File: src/rtl/ringosc_meas_ctrl_pkg.sv
// ringosc_meas_ctrl_pkg: shared state encoding for the ring-oscillator measurement sequencer
package ringosc_meas_ctrl_pkg;
  typedef enum logic [2:0] {
    OFF   = 3'd0,
    CLEAR = 3'd1,
    COUNT = 3'd2,
    HOLD  = 3'd3,
    EVAL  = 3'd4
  } state_t;
endpackage

File: src/rtl/ringosc_meas_ctrl_phase_timer.sv
// ringosc_meas_ctrl_phase_timer: counts 0..LEN-1, strobes done on the last cycle and wraps
module ringosc_meas_ctrl_phase_timer #(
  parameter int LEN = 65536
) (
  input  logic clk,
  input  logic rst,
  input  logic clr,
  output logic done
);
  localparam int W = $clog2(LEN);
  logic [W-1:0] cnt;
  assign done = cnt == W'(LEN - 1);
  always_ff @(posedge clk) begin
    cnt <= (rst || clr || done) ? '0 : cnt + 1'b1;
  end
endmodule

File: src/rtl/ringosc_meas_ctrl.sv
// ringosc_meas_ctrl: phases the oscillator counter, captures counts and flags debounced frequency drops
module ringosc_meas_ctrl
  import ringosc_meas_ctrl_pkg::*;
#(
  parameter int CNT_W      = 20,
  parameter int PHASE_LEN  = 65536,
  parameter int THRESH     = 5,
  parameter int DEBOUNCE_N = 7
) (
  input  logic             CLK,
  input  logic             RST,
  input  logic             EN,
  input  logic [CNT_W-1:0] CNT_VAL,
  output logic             OSC_EN,
  output logic             CNT_CLR,
  output logic             CNT_EN,
  output logic [CNT_W-1:0] SAMPLE,
  output logic             SAMPLE_VALID,
  output logic             STALL,
  output logic             DROP_EVT,
  output logic             DETECT
);
  localparam int DW = $clog2(DEBOUNCE_N + 1);
  state_t state, state_n;
  logic done, hit, cur_nz;
  logic [CNT_W-1:0] prev;
  logic prev_valid;
  logic [DW-1:0] db, db_n;
  ringosc_meas_ctrl_phase_timer #(.LEN(PHASE_LEN)) u_timer (
    .clk (CLK),
    .rst (RST),
    .clr ((state_n != state) || (state == OFF)),
    .done(done)
  );
  assign OSC_EN  = state != OFF;
  assign CNT_CLR = state == CLEAR;
  assign CNT_EN  = state == COUNT;
  always_comb begin
    state_n = !EN ? OFF :
              (state == OFF || state == EVAL) ? CLEAR :
              !done ? state :
              state == CLEAR ? COUNT :
              state == COUNT ? HOLD : EVAL;
    cur_nz  = CNT_VAL != '0;
    // one extra bit keeps cur+THRESH from wrapping near full scale
    hit     = state == EVAL && cur_nz && prev_valid &&
              {1'b0, prev} > ({1'b0, CNT_VAL} + (CNT_W + 1)'(THRESH));
    db_n    = state != EVAL ? db :
              hit ? DW'(DEBOUNCE_N) : db - DW'(db != '0);
  end
  always_ff @(posedge CLK) begin
    if (RST) begin
      state        <= OFF;
      SAMPLE       <= '0;
      SAMPLE_VALID <= 1'b0;
      STALL        <= 1'b0;
      DROP_EVT     <= 1'b0;
      DETECT       <= 1'b0;
      prev         <= '0;
      prev_valid   <= 1'b0;
      db           <= '0;
    end else begin
      state        <= state_n;
      db           <= db_n;
      DETECT       <= db_n != '0;
      DROP_EVT     <= hit && db == '0;
      SAMPLE_VALID <= state == EVAL && cur_nz;
      STALL        <= state == EVAL && !cur_nz;
      if (state == EVAL && cur_nz) begin
        SAMPLE <= CNT_VAL;
        prev   <= CNT_VAL;
      end
      prev_valid <= !EN ? 1'b0 : state == EVAL ? cur_nz : prev_valid;
    end
  end
endmodule

File: config.mk
export PLATFORM = sky130hd
export DESIGN_NAME = ringosc_meas_ctrl
export DESIGN_NICKNAME = d
export VERILOG_FILES = /design/src/rtl/ringosc_meas_ctrl_pkg.sv /design/src/rtl/ringosc_meas_ctrl_phase_timer.sv /design/src/rtl/ringosc_meas_ctrl.sv
export SDC_FILE = /design/constraint.sdc
export NUM_CORES = 1
export LEC_CHECK = 0
export BUFFER_PORTS_ARGS = -buffer_cell sky130_fd_sc_hd__buf_2
export CORE_ASPECT_RATIO = 1.75
export CORE_MARGIN = 2
export CORE_UTILIZATION = 30
export CTS_BUF_LIST = sky130_fd_sc_hd__clkbuf_4
export CTS_CLUSTER_DIAMETER = 200
export CTS_CLUSTER_SIZE = 25
export DETAILED_ROUTE_END_ITERATION = 10
export GPL_ROUTABILITY_DRIVEN = 1
export SLEW_MARGIN = 20
export SYNTH_ARGS = -nofsm -noshare
export SYNTH_HDL_FRONTEND = slang
export SYNTH_HIERARCHICAL = 1
export SYNTH_SLANG_ARGS = --single-unit
File: constraint.sdc
create_clock -name CLK -period 3.5 [get_ports CLK]
set_clock_uncertainty 0.1 [all_clocks]
set_input_delay 0.7 -clock CLK [delete_from_list [all_inputs] [get_ports CLK]]
set_output_delay 0.7 -clock CLK [all_outputs]
set_load 0.02 [all_outputs]
Word-level counts from Yosys, hierarchy flattened
Index checks and enable logic that the tools add are counted.
Widths: inputs -> output; s select.
{ "word_totals": {"in_bits": 23, "out_inout_bits": 27, "reg_bits": 47} }
{ "classes": {"n_addsub": 3, "bitwise_logic": 1, "eq_ne": 6, "reduce_logical": 17, "order_cmp": 1, "n_mux": 7} }
{ "op_table": {"columns": ["cell", "n"], "rows": [
  ["$add 20x3->21 const B", 1],
  ["$gt 20x21->1", 1],
  ["$mux 3", 7],
  ["$reduce_bool 20->1", 1],
  ["$add 16x1->16 const B", 1],
  ["$eq 16x16->1 const B", 1],
  ["$reduce_bool 3->1", 3],
  ["$logic_not 3->1", 2],
  ["$logic_and 1x1->1", 5],
  ["$logic_or 1x1->1", 4],
  ["$eq 3x1->1 const B", 1],
  ["$eq 3x2->1 const B", 1],
  ["$eq 3x3->1 const B", 1],
  ["$ne 3x3->1", 1],
  ["$ne 3x3->1 const B", 1],
  ["$sub 3x1->3", 1],
  ["$reduce_or 2->1", 1],
  ["$logic_not 1->1", 1],
  ["$not 1->1", 1]
]} }

Logic depth before layout (Yosys ltp)
{ "logic_depth": {"ltp_word": 10, "ltp_mapped": 14} }

Modules after synthesis
The synthesis kept the hierarchy.
{ "modules_own_cells": {"columns": ["module", "cells_each", "area_per_inst_um2", "instances", "seq_area_each_um2"], "rows": [
  ["ringosc_meas_ctrl", 240, 2035.7, 1, 620.6],
  ["ringosc_meas_ctrl_phase_timer", 79, 740.7, 1, 320.3]
]} }

Worst setup path after synthesis
No wires, ideal clock.
{ "synth_timing": {"path_kind": "input to register", "startpoint": "input CNT_VAL[4]", "endpoint": "register DETECT", "cell_stages": 13, "arrival_ps": 3108, "setup_time_ps": 117, "setup_slack_ps": 176, "required_ps": 3283, "cell_sequence": "buf_2 -> nand4_1 -> nor4_2 -> nand4_1 -> xor2_1 -> ha_1 -> nand4_1 -> nor2_1 -> a221oi_1 -> o211ai_1 -> o21ai_2 -> a41oi_2 -> a22o_1"} }
{ "synth_between": {"elab_chain_len": 7, "word_cells_on_any_way": 9, "classes_between": "add/sub: 1; order compare: 1; mux: 2; reduce/logical: 5"} }
{ "synth_rtl": {"columns": ["element", "line", "source"], "rows": [
  ["from (decl)", "ringosc_meas_ctrl.sv:13", "input logic [CNT_W-1:0] CNT_VAL,"],
  ["parallel branches: the longest is 3 deep, another holds $add 20x3->21", null, null],
  ["$logic_and 1x1->1 *", "ringosc_meas_ctrl.sv:46", "hit = state == EVAL && cur_nz && prev_valid &&"],
  ["$mux 3 *", "ringosc_meas_ctrl.sv:49", "hit ? DW'(DEBOUNCE_N) : db - DW'(db != '0);"],
  ["$mux 3 *", "ringosc_meas_ctrl.sv:48", "db_n = state != EVAL ? db :"],
  ["$reduce_bool 3->1 *", "ringosc_meas_ctrl.sv:65", "DETECT <= db_n != '0;"],
  ["to (signal assigned)", "ringosc_meas_ctrl.sv:58", "DETECT <= 1'b0;"],
  ["to (signal assigned)", "ringosc_meas_ctrl.sv:65", null],
  ["to (decl)", "ringosc_meas_ctrl.sv:21", "output logic DETECT"]
]} }
Mark *: on every way between the ends.
A chain may end at the register's enable or synchronous reset.

Worst setup path in the final report
{ "layout_timing": {"startpoint": "input CNT_VAL[7]", "endpoint": "register DETECT"} }
The elaborated chain is that of the path after synthesis.

==> results by group <==
STA
  • Unrepaired setup endpoints after global routing: true
  • Final Max Slew Viols: 0
  • # setup viols final: 0
  • Hold Slack: 0.364 ns
  • Fmax: 302 MHz
  • Period utilization: 94.6%
  • Slew @ Worst Pin: 0.572 ns
  • Minimum clock period: around 3.3 ns
  • Final Hold Vio Count: 0
  • Final WS setup: 0.188 ns
  • Relative slew margins: around three fifths

Worst setup path
  • CP Capture Type: flip-flop
  • Critical path startpoint category: primary input
  • Crit path capture: DETECT
  • R2R cell count: 7
  • Crit-path max FO: 5
  • Setup CP Type: primary input to flip-flop
  • Crit path arrival time: 3.48 ns
  • CP Data Required Time: 3.67 ns
  • R2R Setup Slk: 1.12 ns
  • RR Startpoint: state[0]
  • Worst setup startpoint: CNT_VAL[7]
  • R2R Path End: db[0]

Route
  • DRC: 0
  • DR vias/cell: 4.94
  • Drt first pass iters: 4
  • Antenna Violating Nets Remaining: 0
  • Routed wire length per instance: 13.4 um
  • Routed vias: ~2500
  • Iter 0 DRT Violations: 65
  • WL final: 6.78 mm

Cells and area
  • FF/Latch Area: 941 um2
  • Fill cells: 948
  • Final net count: 433
  • Area Overhead vs Synth: 20.2%
  • Diodes inserted: 0
  • Util after Layout: 36.9%
  • Area of the multi-input gates: 1740 um2
  • Proportion of layout cells with a drive suffix above 1: about a quarter

Logic synthesis
  • Largest area contributor in the netlist: dfxtp_1
  • Sequential element share of the synthesized area: about 34%
  • Cell variety after synth: 47
  • EDFF count, synth: 0
  • Yosys warns: 6
  • Mapped Avg Cell Area: 8.70 um2
  • Post-Syn Nets: 367
  • Top_reg_cell synth: dfxtp_1
  • Post-Syn Area: approximately 2800 um2
  • Yosys reg bits: 47
  • Post-Syn Instances: 319
  • Ys async rst share: 0%
  • Synth top area cells: dfxtp_1 34%, ha_1 11%, nor2_1 7.0%
  • Top cell type's share of synthesized area: roughly a third

Clocking
  • Clock Tree Buf Depth: 2
  • CTS sink count: 47
  • H-tree Lvls: 2
  • CTS tree: yes
  • Inserted Clock Buffers: 5
  • Post-CTS Setup Repair Bufs: 0
  • CTS root buf: clkbuf_4
  • Reg clk slew, reported paths: 0.13 ns
  • Clock latency at the later pin of the worst-skew pair: 0.38 ns
  • Post-CTS Hold Buffers: 0
  • Post_cts resized: 0

GRT
  • Total global-route track usage: 13.7%
  • First-pass GRT wire length: 11.3 mm
  • Global route overflow: 0
  • Largest net degree at the start of global routing: 30
  • Initial antenna violation count: 0
  • Vias in the first global route: roughly 2500

Run status
  • Status: finished clean

Die
  • Core Rows: between 40 and 50
  • Core Area: 9040 um2
  • Die area: 10100 um2
  • Die width: 76.7 um
  • Io pins: 50
  • Initial Util: slightly above 30%
  • DIE HEIGHT: 131 um

Pwr
  • PD cells: between 200 and 300 nW/um2
  • Leakage power: 1.45 nW
  • Peak supply drop: 0.117 mV

Worst hold path
  • Min-delay src: u_timer/cnt[0]
  • Hold Path Class: flip-flop to flip-flop

Placed design
  • Post-DP HPWL: 5.42 mm
  • Count of buffers from port buffering: 49
  • Gpl congestion: approximately 0.86
  • DP Worst Slack: -0.203 ns

Flow run
  • Maxcap violations: 0
## how the worst min path moves through the flow
| stage | endpoint | cells past startpoint |
|---|---|---|
| 4_1_cts | u_timer/cnt[0] | 1 |
| 5_1_grt | u_timer/cnt[0] | 1 |
| 3_3_place_gp | u_timer/cnt[0] | 1 |
| 2_1_floorplan | u_timer/cnt[0] | 1 |
| 6_report | u_timer/cnt[0] | 1 |
| 3_5_place_dp | u_timer/cnt[0] | 1 |
## flip-flops by register name, summed over array words and instances, names as in the netlist
signal / flops
prev: 20
u_timer/cnt: 16
db: 3
state: 3
DETECT: 1
DROP_EVT: 1
SAMPLE_VALID: 1
STALL: 1
prev_valid: 1
## cell families (layout without fill, tap and decap cells)
kind of cell | after synthesis | in the layout | share of synthesized area (%)
fa+ha+maj | 25 | 25 | 11.3
compound gates | 44 | 44 | 10.9
buf+inv | 23 | 90 | 3.61
simple gates | 136 | 136 | 25.9
xor+xnor | 31 | 31 | 9.78
mux | 13 | 13 | 4.69
flops | 47 | 47 | 33.9
## layout by cell type (no fill, tap or decap), types with 2 or more instances in the layout
cell and count:
a211oi_1 2, a21o_1 2, a21oi_1 17, a22oi_1 2
a311oi_1 2, and2_1 2, and3_1 4, and4_1 3
buf_2 49, buf_4 21, clkbuf_4 6, dfxtp_1 47
ha_1 25, inv_1 12, mux2i_1 13, nand2_1 24
nand3_1 10, nand4_1 10, nand4_4 2, nor2_1 52
nor2b_1 2, nor3_1 7, nor3b_1 2, nor4_1 4
nor4_2 5, nor4b_1 2, o211ai_1 4, o21ai_0 4
or3_1 3, xnor2_1 15, xor2_1 16
## routing by layer
layer | track usage, % | up-vias | share of wire [%]
li1 | - | 1256 | -
met1 | 13.7 | 1169 | 38
met2 | 26.2 | 60 | 54
met3 | 2.68 | 16 | 4.2
met4 | 6.46 | 0 | 3.3
met5 | 0 | - | 0
## final cells by class
type | count | area share, %
flip-flops and latches | 47 | 28.2
multi-input cells | 249 | 52.2
well taps | 120 | 4.50
inverters | 12 | 1.35
clock buffers | 6 | 1.35
repair buffers | 70 | 12.1
clock inverters | 2 | 0.375
## metrics by stage
stage / std cells / total power, mW / setup TNS (ns) / instance area (um2)
after global placement: 498 / 0.651 / -0.518 / 3270
after floorplan: 319 / 0.598 / 0 / 2780
after detailed placement: 498 / 0.651 / -0.730 / 3270
after global routing: 506 / 0.950 / -0.0120 / 3340
final: 506 / 0.903 / 0 / 3340
after CTS: 506 / 0.924 / 0 / 3330
## cells in the mapped netlist (5+ instances only)
cell type,number
nor3_1,7
ha_1,25
xor2_1,16
clkbuf_1,7
nand3_1,10
nor4_1,5
inv_1,12
mux2i_1,13
nand2_1,24
nand4_1,10
a21oi_1,17
nor2_1,52
dfxtp_1,47
xnor2_1,15
## where the power goes
part           leakage, nW  internal (mW)  switching [mW]
sequential           0.379          0.536         0.00173
clock               0.0317         0.0855           0.179
combinational         1.04         0.0450          0.0564
## worst max-delay path, cell delays in order
cell and delay, ns:
buf_2 0.09, nand4_1 0.20, nor4_2 0.38, buf_4 0.20
nand4_1 0.11, xor2_1 0.16, ha_1 0.31, nand4_1 0.17
nor2_1 0.06, a221oi_1 0.27, o211ai_1 0.15, o21ai_2 0.28
a41oi_2 0.16, a22o_1 0.23
Note: power is estimated with default switching activity, not from simulation.
